<file path="src/rtl/johnson_decoder.sv">
// -----------------------------------------------------------------------------
// johnson_decoder
//
// Receive-side phase decoder and health monitor for an 8-bit Johnson counter.
// On every edge where en=1 the eight counter bits are sampled and checked:
//   - legality: at most one 0/1 boundary between adjacent bits (16 codes),
//   - decode:   q7=0 -> phase = ones (0..7); q7=1 -> phase = 8 + zeros (8..15),
//   - sequence: each legal sample must be exactly one phase (mod 16) ahead of
//               the previous legal sample.
// LOCK_CNT consecutive correct steps establish lock. Any mis-step while locked
// pulses seq_err, bumps a saturating error counter and drops lock.
//
// Ports
//   clk          in   rising-edge clock
//   rst          in   asynchronous reset, active-low
//   en           in   sample strobe
//   q7..q0       in   Johnson counter bits, q7 = MSB
//   phase        out  [3:0] decoded phase of the last legal sample
//   phase_valid  out  last accepted sample was legal
//   illegal      out  one-cycle pulse: accepted sample was not a Johnson code
//   seq_err      out  one-cycle pulse: mis-step detected while locked
//   locked       out  sequence tracking established
//   err_cnt      out  [ERR_W-1:0] saturating count of seq_err pulses
// -----------------------------------------------------------------------------
module johnson_decoder #(
  parameter int LOCK_CNT = 4,
  parameter int ERR_W    = 8
) (
  input  logic             clk,
  input  logic             rst,
  input  logic             en,
  input  logic             q7,
  input  logic             q6,
  input  logic             q5,
  input  logic             q4,
  input  logic             q3,
  input  logic             q2,
  input  logic             q1,
  input  logic             q0,
  output logic [3:0]       phase,
  output logic             phase_valid,
  output logic             illegal,
  output logic             seq_err,
  output logic             locked,
  output logic [ERR_W-1:0] err_cnt
);

  typedef enum logic {UNLOCKED = 1'b0, LOCKED = 1'b1} state_t;

  localparam logic [3:0]       LOCK_N  = 4'(LOCK_CNT);
  localparam logic [ERR_W-1:0] ERR_MAX = '1;

  function automatic logic [3:0] popcnt8(input logic [7:0] v);
    logic [3:0] c;
    c = 4'd0;
    for (int i = 0; i < 8; i++) c = c + {3'b000, v[i]};
    return c;
  endfunction

  logic [7:0]       q_vec;
  logic [3:0]       ones;
  logic [3:0]       edges;
  logic             legal;
  logic [3:0]       dec;
  logic             step_ok;

  state_t           state_q, state_d;
  logic [3:0]       phase_q, phase_d;
  logic [3:0]       prev_phase_q, prev_phase_d;
  logic             have_prev_q, have_prev_d;
  logic [3:0]       run_cnt_q, run_cnt_d;
  logic             phase_valid_q, phase_valid_d;
  logic             illegal_q, illegal_d;
  logic             seq_err_q, seq_err_d;
  logic             locked_q, locked_d;
  logic [ERR_W-1:0] err_cnt_q, err_cnt_d;

  always_comb begin
    q_vec = {q7, q6, q5, q4, q3, q2, q1, q0};
    ones  = popcnt8(q_vec);
    // Adjacent-bit differences; a Johnson code has at most one boundary.
    edges = popcnt8({1'b0, q_vec[7:1] ^ q_vec[6:0]});
    legal = (edges <= 4'd1);
    // q7=1: 8 + (8 - ones), computed mod 16 (ones=1 gives 15, ones=8 gives 8).
    dec   = q7 ? (4'd8 + (4'd8 - ones)) : ones;
    step_ok = have_prev_q & legal & (dec == prev_phase_q + 4'd1);
  end

  always_comb begin
    state_d       = state_q;
    phase_d       = phase_q;
    prev_phase_d  = prev_phase_q;
    have_prev_d   = have_prev_q;
    run_cnt_d     = run_cnt_q;
    phase_valid_d = phase_valid_q;
    locked_d      = locked_q;
    err_cnt_d     = err_cnt_q;
    illegal_d     = 1'b0;
    seq_err_d     = 1'b0;

    if (en) begin
      illegal_d     = !legal;
      phase_valid_d = legal;
      have_prev_d   = legal;
      if (legal) begin
        phase_d      = dec;
        prev_phase_d = dec;
      end

      case (state_q)
        UNLOCKED: begin
          if (step_ok) begin
            if (run_cnt_q + 4'd1 == LOCK_N) begin
              state_d   = LOCKED;
              locked_d  = 1'b1;
              run_cnt_d = 4'd0;
            end else begin
              run_cnt_d = run_cnt_q + 4'd1;
            end
          end else begin
            run_cnt_d = 4'd0;
          end
        end
        LOCKED: begin
          // A legal offender has already been loaded as the new reference
          // above, so re-lock counting starts with the following sample.
          if (!step_ok) begin
            seq_err_d = 1'b1;
            err_cnt_d = (err_cnt_q == ERR_MAX) ? err_cnt_q : err_cnt_q + 1'b1;
            state_d   = UNLOCKED;
            locked_d  = 1'b0;
            run_cnt_d = 4'd0;
          end
        end
        default: begin
          state_d  = UNLOCKED;
          locked_d = 1'b0;
        end
      endcase
    end
  end

  always_ff @(posedge clk or negedge rst) begin
    if (!rst) begin
      state_q       <= UNLOCKED;
      phase_q       <= 4'd0;
      prev_phase_q  <= 4'd0;
      have_prev_q   <= 1'b0;
      run_cnt_q     <= 4'd0;
      phase_valid_q <= 1'b0;
      illegal_q     <= 1'b0;
      seq_err_q     <= 1'b0;
      locked_q      <= 1'b0;
      err_cnt_q     <= '0;
    end else begin
      state_q       <= state_d;
      phase_q       <= phase_d;
      prev_phase_q  <= prev_phase_d;
      have_prev_q   <= have_prev_d;
      run_cnt_q     <= run_cnt_d;
      phase_valid_q <= phase_valid_d;
      illegal_q     <= illegal_d;
      seq_err_q     <= seq_err_d;
      locked_q      <= locked_d;
      err_cnt_q     <= err_cnt_d;
    end
  end

  assign phase       = phase_q;
  assign phase_valid = phase_valid_q;
  assign illegal     = illegal_q;
  assign seq_err     = seq_err_q;
  assign locked      = locked_q;
  assign err_cnt     = err_cnt_q;

endmodule

</file>
<file path="config.mk">
export PLATFORM = sky130hd
export DESIGN_NAME = johnson_decoder
export DESIGN_NICKNAME = d
export VERILOG_FILES = /design/src/rtl/johnson_decoder.sv
export SDC_FILE = /design/constraint.sdc
export NUM_CORES = 1
export LEC_CHECK = 0
export ABC_AREA = 0
export CAP_MARGIN = 20
export CORE_UTILIZATION = 40
export DETAILED_ROUTE_END_ITERATION = 8
export DONT_BUFFER_PORTS = 1
export PLACE_DENSITY = 0.5
export SLEW_MARGIN = 20
export SYNTH_ARGS = -nofsm -noshare
export SYNTH_HDL_FRONTEND = slang
export SYNTH_SLANG_ARGS = --single-unit
</file>
<file path="constraint.sdc">
create_clock -name clk -period 2.39 [get_ports clk]
set_input_delay 0.239 -clock clk [delete_from_list [all_inputs] [get_ports clk]]
set_output_delay 0.239 -clock clk [all_outputs]
set_load 0.02 [all_outputs]
</file>
==> results of run 1 <==
## sequential cells by signal, summed over array words and instances (netlist names)
register / cells
locked: 1
illegal: 1
state_q: 1
seq_err: 1
run_cnt_q: 4
prev_phase_q: 4
err_cnt: 8
phase_valid: 1
## final cells by class
class | count | area [µm²]
Timing Repair Buffer | 29 | 248
Multi-Input combinational cell | 105 | 1180
Clock buffer | 4 | 45.0
Tap cell | 48 | 60.1
Fill cell | 327 | 1550
Inverter | 21 | 86.3
Sequential cell | 21 | 526
## power groups by stage
stage / combinational [mW] / clock, mW / sequential [mW]
final: 1.03 / 0.228 / 0.470
after global placement: 0.807 / 0 / 0.475
after global routing: 1.13 / 0.256 / 0.476
after floorplan: 0.534 / 0 / 0.508
after CTS: 0.965 / 0.245 / 0.471
after detailed placement: 0.814 / 0 / 0.478
## kinds of logic after synthesis
| logic type | share of synthesized area (%) |
|---|---|
| adder cells (fa/ha/maj) | 17.7 |
| AO/OA/AOI/OAI | 10.2 |
| AND/OR/NAND/NOR | 15.5 |
| buffers and inverters | 5.68 |
| flip-flops | 34.1 |
| multiplexers | 3.49 |
| XOR/XNOR | 13.3 |
## per-layer routing
layer	GRT usage, %	share of wire (%)	up-vias
met5	0	0	-
met2	29.8	51	19
li1	-	-	568
met4	5.97	1.3	0
met1	21.3	44	556
met3	4.29	4.2	4
## final timing paths
kind                            cells past startpoint            to  slack (ns)
worst max-delay path                               15  run_cnt_q[2]       -1.47
worst min-delay path                                1   phase_valid        0.05
worst max register to register                      7    err_cnt[7]        0.06
worst min register to register                      2  run_cnt_q[2]        0.52
max in group asynchronous                           2   phase_valid        1.56
min in group asynchronous                           2    err_cnt[6]        0.50
## Yosys cell counts, types with 2 or more instances
cell      instances
a21boi_0          2
a21o_1            3
a21oi_1           4
a31oi_1           2
a41oi_1           2
and3_1            4
dfrtp_1          21
fa_1              8
ha_1              9
inv_1            21
mux2_2            3
mux2i_1           2
nand2_1           8
nand3_1           9
nor4_1            2
o21ai_0           4
or3_1             2
xnor2_1          13
xor2_1            6
## timing repair
action	4_1_cts	5_1_grt
hold buffers	1	1
resized for setup	19	24
pin swaps	14	15
endpoints found under the hold margin	21	21
buffers inserted	6	2
endpoints found under the setup margin	20	21
## metrics by stage
| step | cells | hold WS (ns) | total power [mW] | utilization, % |
|---|---|---|---|---|
| floorplan | 149 | -0.0566 | 1.04 | - |
| global placement | 217 | -0.0562 | 1.28 | 49.8 |
| detailed placement | 217 | -0.0563 | 1.29 | 49.8 |
| CTS | 227 | 0.0378 | 1.68 | 54.7 |
| global route | 228 | 0.0329 | 1.86 | 58.1 |
| finish | 228 | 0.0467 | 1.73 | 58.1 |
## worst max-delay path, cell delays in order
cell      delay [ns]
inv_8           0.01
fa_1            0.54
fa_1            0.43
fa_1            0.49
inv_1           0.04
ha_2            0.17
fa_2            0.54
inv_2           0.05
ha_4            0.21
mux2i_4         0.17
xnor2_1         0.13
nor4_4          0.28
o21ai_2         0.13
or4_1           0.52
o311ai_1        0.08
==> results.yml, run 1 <==
flow_run:
  drv_cap: 0
worst_setup_path:
  cp-start-kind: "input pin"
  required_ns: 2.55
  worstSetupPathType: "in -> reg"
  critPathMaxFanout: 4
  r2r_start: "err_cnt[0]"
  crit_arrival_ns: 4.02
  crit_start: "q4"
  crit_path_end_kind: "flop"
sta:
  rsz0062_at_grt: "true"
  setup_viol: 21
  finalClockSkew_ns: 0.00108
  worst_pin_slew_ns: 0.666
  finalSetupTns_ns: -22.04
  hold_viol: 0
  maxClockFrequency_ghz: 0.259
  period_needed_ns: 3.86
  setup_ws_ns: -1.47
  slew_viol_final: 0
  slew_headroom_pct: 55.0
  fin_crit_sh_pct: 162
cts:
  clk_latency_ns: 0.25
  clkSlewWorstSetupHoldPaths_ns: 0.07
  clock-sinks: 21
  cts_tree: "done"
  numCtsBuffers: 3
  cts-htree-levels: 1
  root_buffer: "clkbuf_8"
  clk_path_buf_depth: 2
routing:
  drc: 0
  routedWlPerCell_um: 13.9
  vias: 1147
  antenna_left: 0
  dr.pass1.iters: 4
  finalWirelength_mm: 3.18
  drt_iter0_drc: 17
  via_per_inst: 5.03
pwr:
  power_frac_seq_pct: 27.2
  clkPwrFrac_pct: 13.2
  leakagePower_nw: 0.985
  p_sw_uw: 660
  comb_power_share_pct: 59.7
  power_density_nw_per_um2: 807
  p_sw_share_pct: 38.2
  ir_worst_vdd_mv: 0.282
  intPower_mw: 1.07
synthesis:
  ys_seq_area_share_pct: 34.1
  dominantRegCellSynth: "dfrtp_1"
  syn_inst: 149
  syn_avg_cell_area_um2: 10.3
  synth-edff-count: 0
  synthArstFlopShare_pct: 100
  synth_top_area_share_pct: 34.1
  ys_warn_count: 0
  ys_types: 43
  synth_area_um2: 1540
  yosysTopAreaCell: "dfrtp_1"
  synth_nets: 177
  ys_ff_latch: 21
  synth.area.top_cells: "dfrtp_1 34%, fa_1 10%, xnor2_1 7.4%, ha_1 7.3%, inv_1 5.1%"
hold_path:
  min-delay-start: "en"
  hold_class: "in -> reg"
global_routing:
  grt_pass1_wl_mm: 5.48
  track_usage_pct: 17.4
  grt_max_degree: 22
  antenna_found_initial: 0
  grt_pass1_vias: 1195
  overflow: 0
floorplan:
  die_w_um: 64.1
  die_y_um: 64.1
  dieArea_um2: 4110
  core_area_um2: 3690
  num_io_pins: 27
  start_util_pct: 41.8
  rows: 22
place:
  pre_cts_ws_ns: -1.90
  routabilityCongestion: 0.796
  portBuffers: 0
  placed_cell_area_um2: 1840
  place_hpwl_mm: 2.38
cells_and_area:
  layout_common_cells: "21 x dfrtp_1, 19 x buf_4, 17 x inv_1"
  drive_gt1_share_pct: 42.2
  diodes: 0
  layout_commonest_cell: "dfrtp_1"
  nets: 209
  area_growth_pct: 39.0
  fin_area_um2: 2140
run_status:
  violations: "setup timing"
  status: "complete, but fails checks"
No activity file was read; power rests on OpenSTA's default activity.
==> inputs of run 2 (changes only) <==
- SLEW_MARGIN: 20 -> 10
==> run 2 against run 1 <==
The run still ends with setup timing left. Critical path depth stayed put. Largest power group unchanged. Setup slack worse by 0.0046 ns. Register-to-register slack hardly changed. Largest cell class unchanged. Hold slack hardly changed. First-iteration DRC count is 12% lower. Combinational power hardly changed. Die area stayed put. Sequential share of layout area is 0.11 points lower.
==> results.yml, run 2 (synthesis results as in run 1) <==
floorplan:
  dieArea_um2: 4110
  start_util_pct: 41.8
  rows: 22
  die_w_um: 64.1
  num_io_pins: 27
  core_area_um2: 3690
  die_y_um: 64.1
sta:
  slew_headroom_pct: 55.4
  hold_viol: 0
  period_needed_ns: 3.86
  finalClockSkew_ns: 0.000905
  setup_ws_ns: -1.47
  worst_pin_slew_ns: 0.660
  setup_viol: 21
  maxClockFrequency_ghz: 0.259
  rsz0062_at_grt: "true"
  fin_crit_sh_pct: 162
  slew_viol_final: 0
routing:
  drc: 0
  antenna_left: 0
  vias: 1157
  via_per_inst: 5.07
  drt_iter0_drc: 15
  finalWirelength_mm: 3.23
  dr.pass1.iters: 4
  routedWlPerCell_um: 14.1
cells_and_area:
  area_growth_pct: 39.6
  nets: 209
  fillCellCount: 324
  layout_common_cells: "21 x dfrtp_1, 19 x buf_4, 17 x inv_1"
  layout_commonest_cell: "dfrtp_1"
  largest_reg_flops: 8
  fin_util_pct: 58.3
  diodes: 0
  drive_gt1_share_pct: 42.2
global_routing:
  overflow: 0
  grt_max_degree: 22
  track_usage_pct: 17.4
  antenna_found_initial: 0
  grt_pass1_vias: 1195
  grt_pass1_wl_mm: 5.48
run_status:
  status: "complete, but fails checks"
  violations: "setup timing"
place:
  portBuffers: 0
  place_hpwl_mm: 2.38
  routabilityCongestion: 0.796
cts:
  cts-htree-levels: 1
  root_buffer: "clkbuf_8"
  clock-sinks: 21
  clk_latency_ns: 0.25
  cts_tree: "done"
  clk_path_buf_depth: 2
  numCtsBuffers: 3
  clkSlewWorstSetupHoldPaths_ns: 0.07
worst_setup_path:
  cp_slowest_cell: "fa_1"
  critPathMaxFanout: 4
  required_ns: 2.55
  cpPeakStageDelay_ns: 0.54
  cp-start-kind: "input pin"
  crit_path_end_kind: "flop"
  crit_path_frequent_cell: "fa_1"
  crit_arrival_ns: 4.02
  worstSetupPathType: "in -> reg"
  crit_chain: "inv_8, fa_1, fa_1, fa_1, inv_1, ha_2, fa_2, inv_2, ha_4, mux2i_4, xnor2_1, nor4_4, o21ai_2, or4_1, o311ai_1"
hold_path:
  hold_class: "in -> reg"
pwr:
  power_mw: 1.73
  ir_worst_vdd_mv: 0.282
  power_density_nw_per_um2: 805
  leakagePower_nw: 0.989
flow_run:
  drv_cap: 0
[run 2: cell count changes in the layout (fill, tap and decap cells not counted)]
cell   before  now
buf_2       1    0
buf_8       0    1
[run 2: where the power goes]
part           total (mW)  internal [mW]  switching, mW
Combinational        1.03          0.549          0.485
Sequential          0.470          0.403         0.0674
Clock               0.228          0.119          0.109
Total                1.73           1.07          0.661
[run 2: repair_timing]
action / 4_1_cts / 5_1_grt
endpoints found under the setup margin: 20 / 21
resized for setup: 19 / 24
hold endpoints to repair: 21 / 0
buffers inserted: 6 / 2
cloned: 0 / 0
pin swaps: 14 / 15
hold buffers: 1 / 0
[run 2: worst max-delay path, delay by kind of cell]
family / cells / cell delay, ns
AO/OA/AOI/OAI: 2 / 0.21
AND/OR/NAND/NOR: 2 / 0.80
buffers and inverters: 3 / 0.10
adder cells (fa/ha/maj): 6 / 2.38
XOR/XNOR: 1 / 0.13
multiplexers: 1 / 0.17
[run 2: path summary, 6_finish.rpt]
check	start	endpoint	slack (ns)	cells past startpoint
max	q4	run_cnt_q[2]	-1.47	15
min in group asynchronous	rst	prev_phase_q[1]	0.35	1
max reg2reg	err_cnt[0]	err_cnt[7]	0.05	7
min	en	phase_valid	0.05	1
max in group asynchronous	rst	err_cnt[0]	1.60	2
min reg2reg	run_cnt_q[2]	run_cnt_q[2]	0.52	2
[run 2: per-stage QoR]
step	TNS (ns)	cell area (µm²)	instances	setup WS [ns]	hold slack (ns)
3_5_place_dp	-29.64	1840	217	-1.90	-0.0563
4_1_cts	-23.26	2020	227	-1.56	0.0378
5_1_grt	-25.25	2150	228	-1.62	0.0329
6_report	-22.11	2150	228	-1.47	0.0471
2_1_floorplan	-26.36	1630	149	-1.82	-0.0566
3_3_place_gp	-28.89	1840	217	-1.85	-0.0562
[run 2: area by class of cell]
cell class	count	area, µm²	area share [%]
timing repair buffer	29	258	12.0
multi-input combinational	105	1180	54.7
clock buffer	4	45.0	2.09
sequential	21	526	24.4
inverter	21	86.3	4.01
tap	48	60.1	2.79
[run 2: metal layers]
metal / track usage (%) / up-vias / share of wire [%]
li1: - / 571 / -
met1: 21.3 / 559 / 43
met2: 29.8 / 23 / 52
met3: 4.29 / 4 / 4.3
met4: 5.97 / 0 / 1.2
met5: 0 / - / 0
==> inputs of run 3 (changes only) <==
- CORE_MARGIN: default -> 2
==> run 3 against run 2 <==
The run still ends with setup timing left. Final area increased by 0.70%. Setup slack worse by 0.032 ns. Maximum frequency decreased by 0.82%. Sequential power shrank 1%. Critical path type unchanged. Largest cell class unchanged. Largest power group unchanged.
==> results.yml, run 3 (synthesis results as in run 1) <==
floorplan:
  die_y_um: 66.1
  dieArea_um2: 4370
  num_io_pins: 27
  core_area_um2: 3690
  rows: 22
  start_util_pct: 41.8
  die_w_um: 66.1
pwr:
  intPower_mw: 1.10
  comb_power_share_pct: 60.8
  power_density_nw_per_um2: 822
  p_sw_uw: 680
  p_sw_share_pct: 38.2
  power_frac_seq_pct: 26.1
  leakagePower_nw: 1.00
  ir_worst_vdd_mv: 0.307
  clkPwrFrac_pct: 13.1
worst_setup_path:
  worstSetupPathType: "in -> reg"
  cp_slowest_cell: "fa_1"
  crit_arrival_ns: 4.06
  critPathMaxFanout: 7
  crit_path_end_kind: "flop"
  cp.depth: 15
  cp_num_buf_inv: 3
  crit_chain: "clkinv_8, fa_1, fa_1, fa_1, inv_1, ha_2, fa_2, inv_2, ha_4, mux2i_4, xnor2_2, nor4_4, o21ai_2, or4_1, o311ai_1"
  path_delay_family: "adder cells"
  cp-start-kind: "input pin"
  worstRegToRegCells: 7
  cpPeakStageDelay_ns: 0.56
  required_ns: 2.55
  crit_path_frequent_cell: "fa_1"
sta:
  finalClockSkew_ns: 0.00324
  rsz0062_at_grt: "true"
  maxClockFrequency_ghz: 0.257
  period_needed_ns: 3.90
  fin_crit_sh_pct: 163
  finalSetupTns_ns: -23.17
  slew_headroom_pct: 68.3
  worst_pin_slew_ns: 0.469
  slew_viol_final: 0
  setup_viol: 20
  setup_ws_ns: -1.51
  hold_viol: 0
cells_and_area:
  fillCellCount: 328
  largest_reg_flops: 8
  layout_commonest_cell: "buf_4"
  final_cells: 232
  nets: 213
  drive_gt1_share_pct: 42.4
  area_growth_pct: 40.6
  diodes: 0
  layout_common_cells: "22 x buf_4, 21 x dfrtp_1, 16 x inv_1"
  fin_util_pct: 58.8
cts:
  root_buffer: "clkbuf_8"
  clkSlewWorstSetupHoldPaths_ns: 0.07
  cts-htree-levels: 1
  numCtsBuffers: 3
  clk_latency_ns: 0.26
  clk_path_buf_depth: 2
  clock-sinks: 21
  cts_tree: "done"
global_routing:
  track_usage_pct: 16.8
  antenna_found_initial: 0
  overflow: 0
  grt_max_degree: 22
  grt_pass1_wl_mm: 5.67
  grt_pass1_vias: 1239
routing:
  dr.pass1.iters: 2
  drc: 0
  finalWirelength_mm: 3.25
  antenna_left: 0
  via_per_inst: 5.17
  drt_iter0_drc: 19
  routedWlPerCell_um: 14.0
  vias: 1200
place:
  pre_cts_ws_ns: -1.92
  place_hpwl_mm: 2.54
  dpl.cell_count: 219
  routabilityCongestion: 0.793
  portBuffers: 0
hold_path:
  hold_depth: 1
  hold_class: "in -> reg"
run_status:
  status: "complete, but fails checks"
  violations: "setup timing"
flow_run:
  drv_cap: 0
run 3: what timing repair did:
action / CTS / global route
setup endpoints to repair: 20 / 21
pin swaps: 16 / 8
resized for setup: 23 / 24
buffers inserted: 8 / 8
hold buffers: 1 / 0
hold endpoints to repair: 21 / 0
run 3: area by class of cell:
type	instances	area [µm²]	share of cell area (%)
tap	48	60.1	2.77
clock buffer	4	45.0	2.08
sequential	21	526	24.2
multi-input combinational	105	1150	53.1
inverter	21	98.8	4.56
timing repair buffer	33	288	13.3
run 3: final timing paths:
path                       slack (ns)             from            to
max in group asynchronous        1.62              rst  run_cnt_q[2]
hold / removal                   0.04               en   phase_valid
min in group asynchronous        0.32              rst  run_cnt_q[3]
setup / recovery                -1.51               q7  run_cnt_q[2]
setup reg to reg                 0.22  prev_phase_q[0]  run_cnt_q[2]
hold reg to reg                  0.52     run_cnt_q[2]  run_cnt_q[2]
run 3: worst register-to-register path: cells and delay by family, from the launching register on:
family | cells | cell delay [ns]
xor+xnor | 2 | 0.56
compound gates | 2 | 0.20
fa+ha+maj | 1 | 0.21
simple gates | 2 | 0.70
flops | 1 | 0.39
run 3: power groups by stage:
| stage | clock network (mW) | logic (mW) | registers [mW] |
|---|---|---|---|
| floorplan | 0 | 0.534 | 0.508 |
| global placement | 0 | 0.808 | 0.473 |
| detailed placement | 0 | 0.823 | 0.475 |
| CTS | 0.242 | 0.939 | 0.467 |
| global route | 0.259 | 1.19 | 0.475 |
| finish | 0.233 | 1.08 | 0.465 |
run 3: routing by layer:
| metal | GRT usage (%) | up-vias | part of all wire, % | wire length (µm) |
|---|---|---|---|---|
| li1 | - | 580 | - | - |
| met1 | 22.4 | 599 | 43 | 1410 |
| met2 | 27.4 | 16 | 51 | 1660 |
| met3 | 3.24 | 5 | 4.0 | 131 |
| met4 | 5.87 | 0 | 1.2 | 40 |
| met5 | 0 | - | 0 | 0 |
run 3: metrics by stage:
stage / hold slack, ns / area, µm² / power [mW]
2_1_floorplan: -0.0566 / 1630 / 1.04
3_3_place_gp: -0.0561 / 1850 / 1.28
3_5_place_dp: -0.0561 / 1850 / 1.30
4_1_cts: 0.0406 / 2030 / 1.65
5_1_grt: 0.0297 / 2170 / 1.92
6_report: 0.0444 / 2170 / 1.78
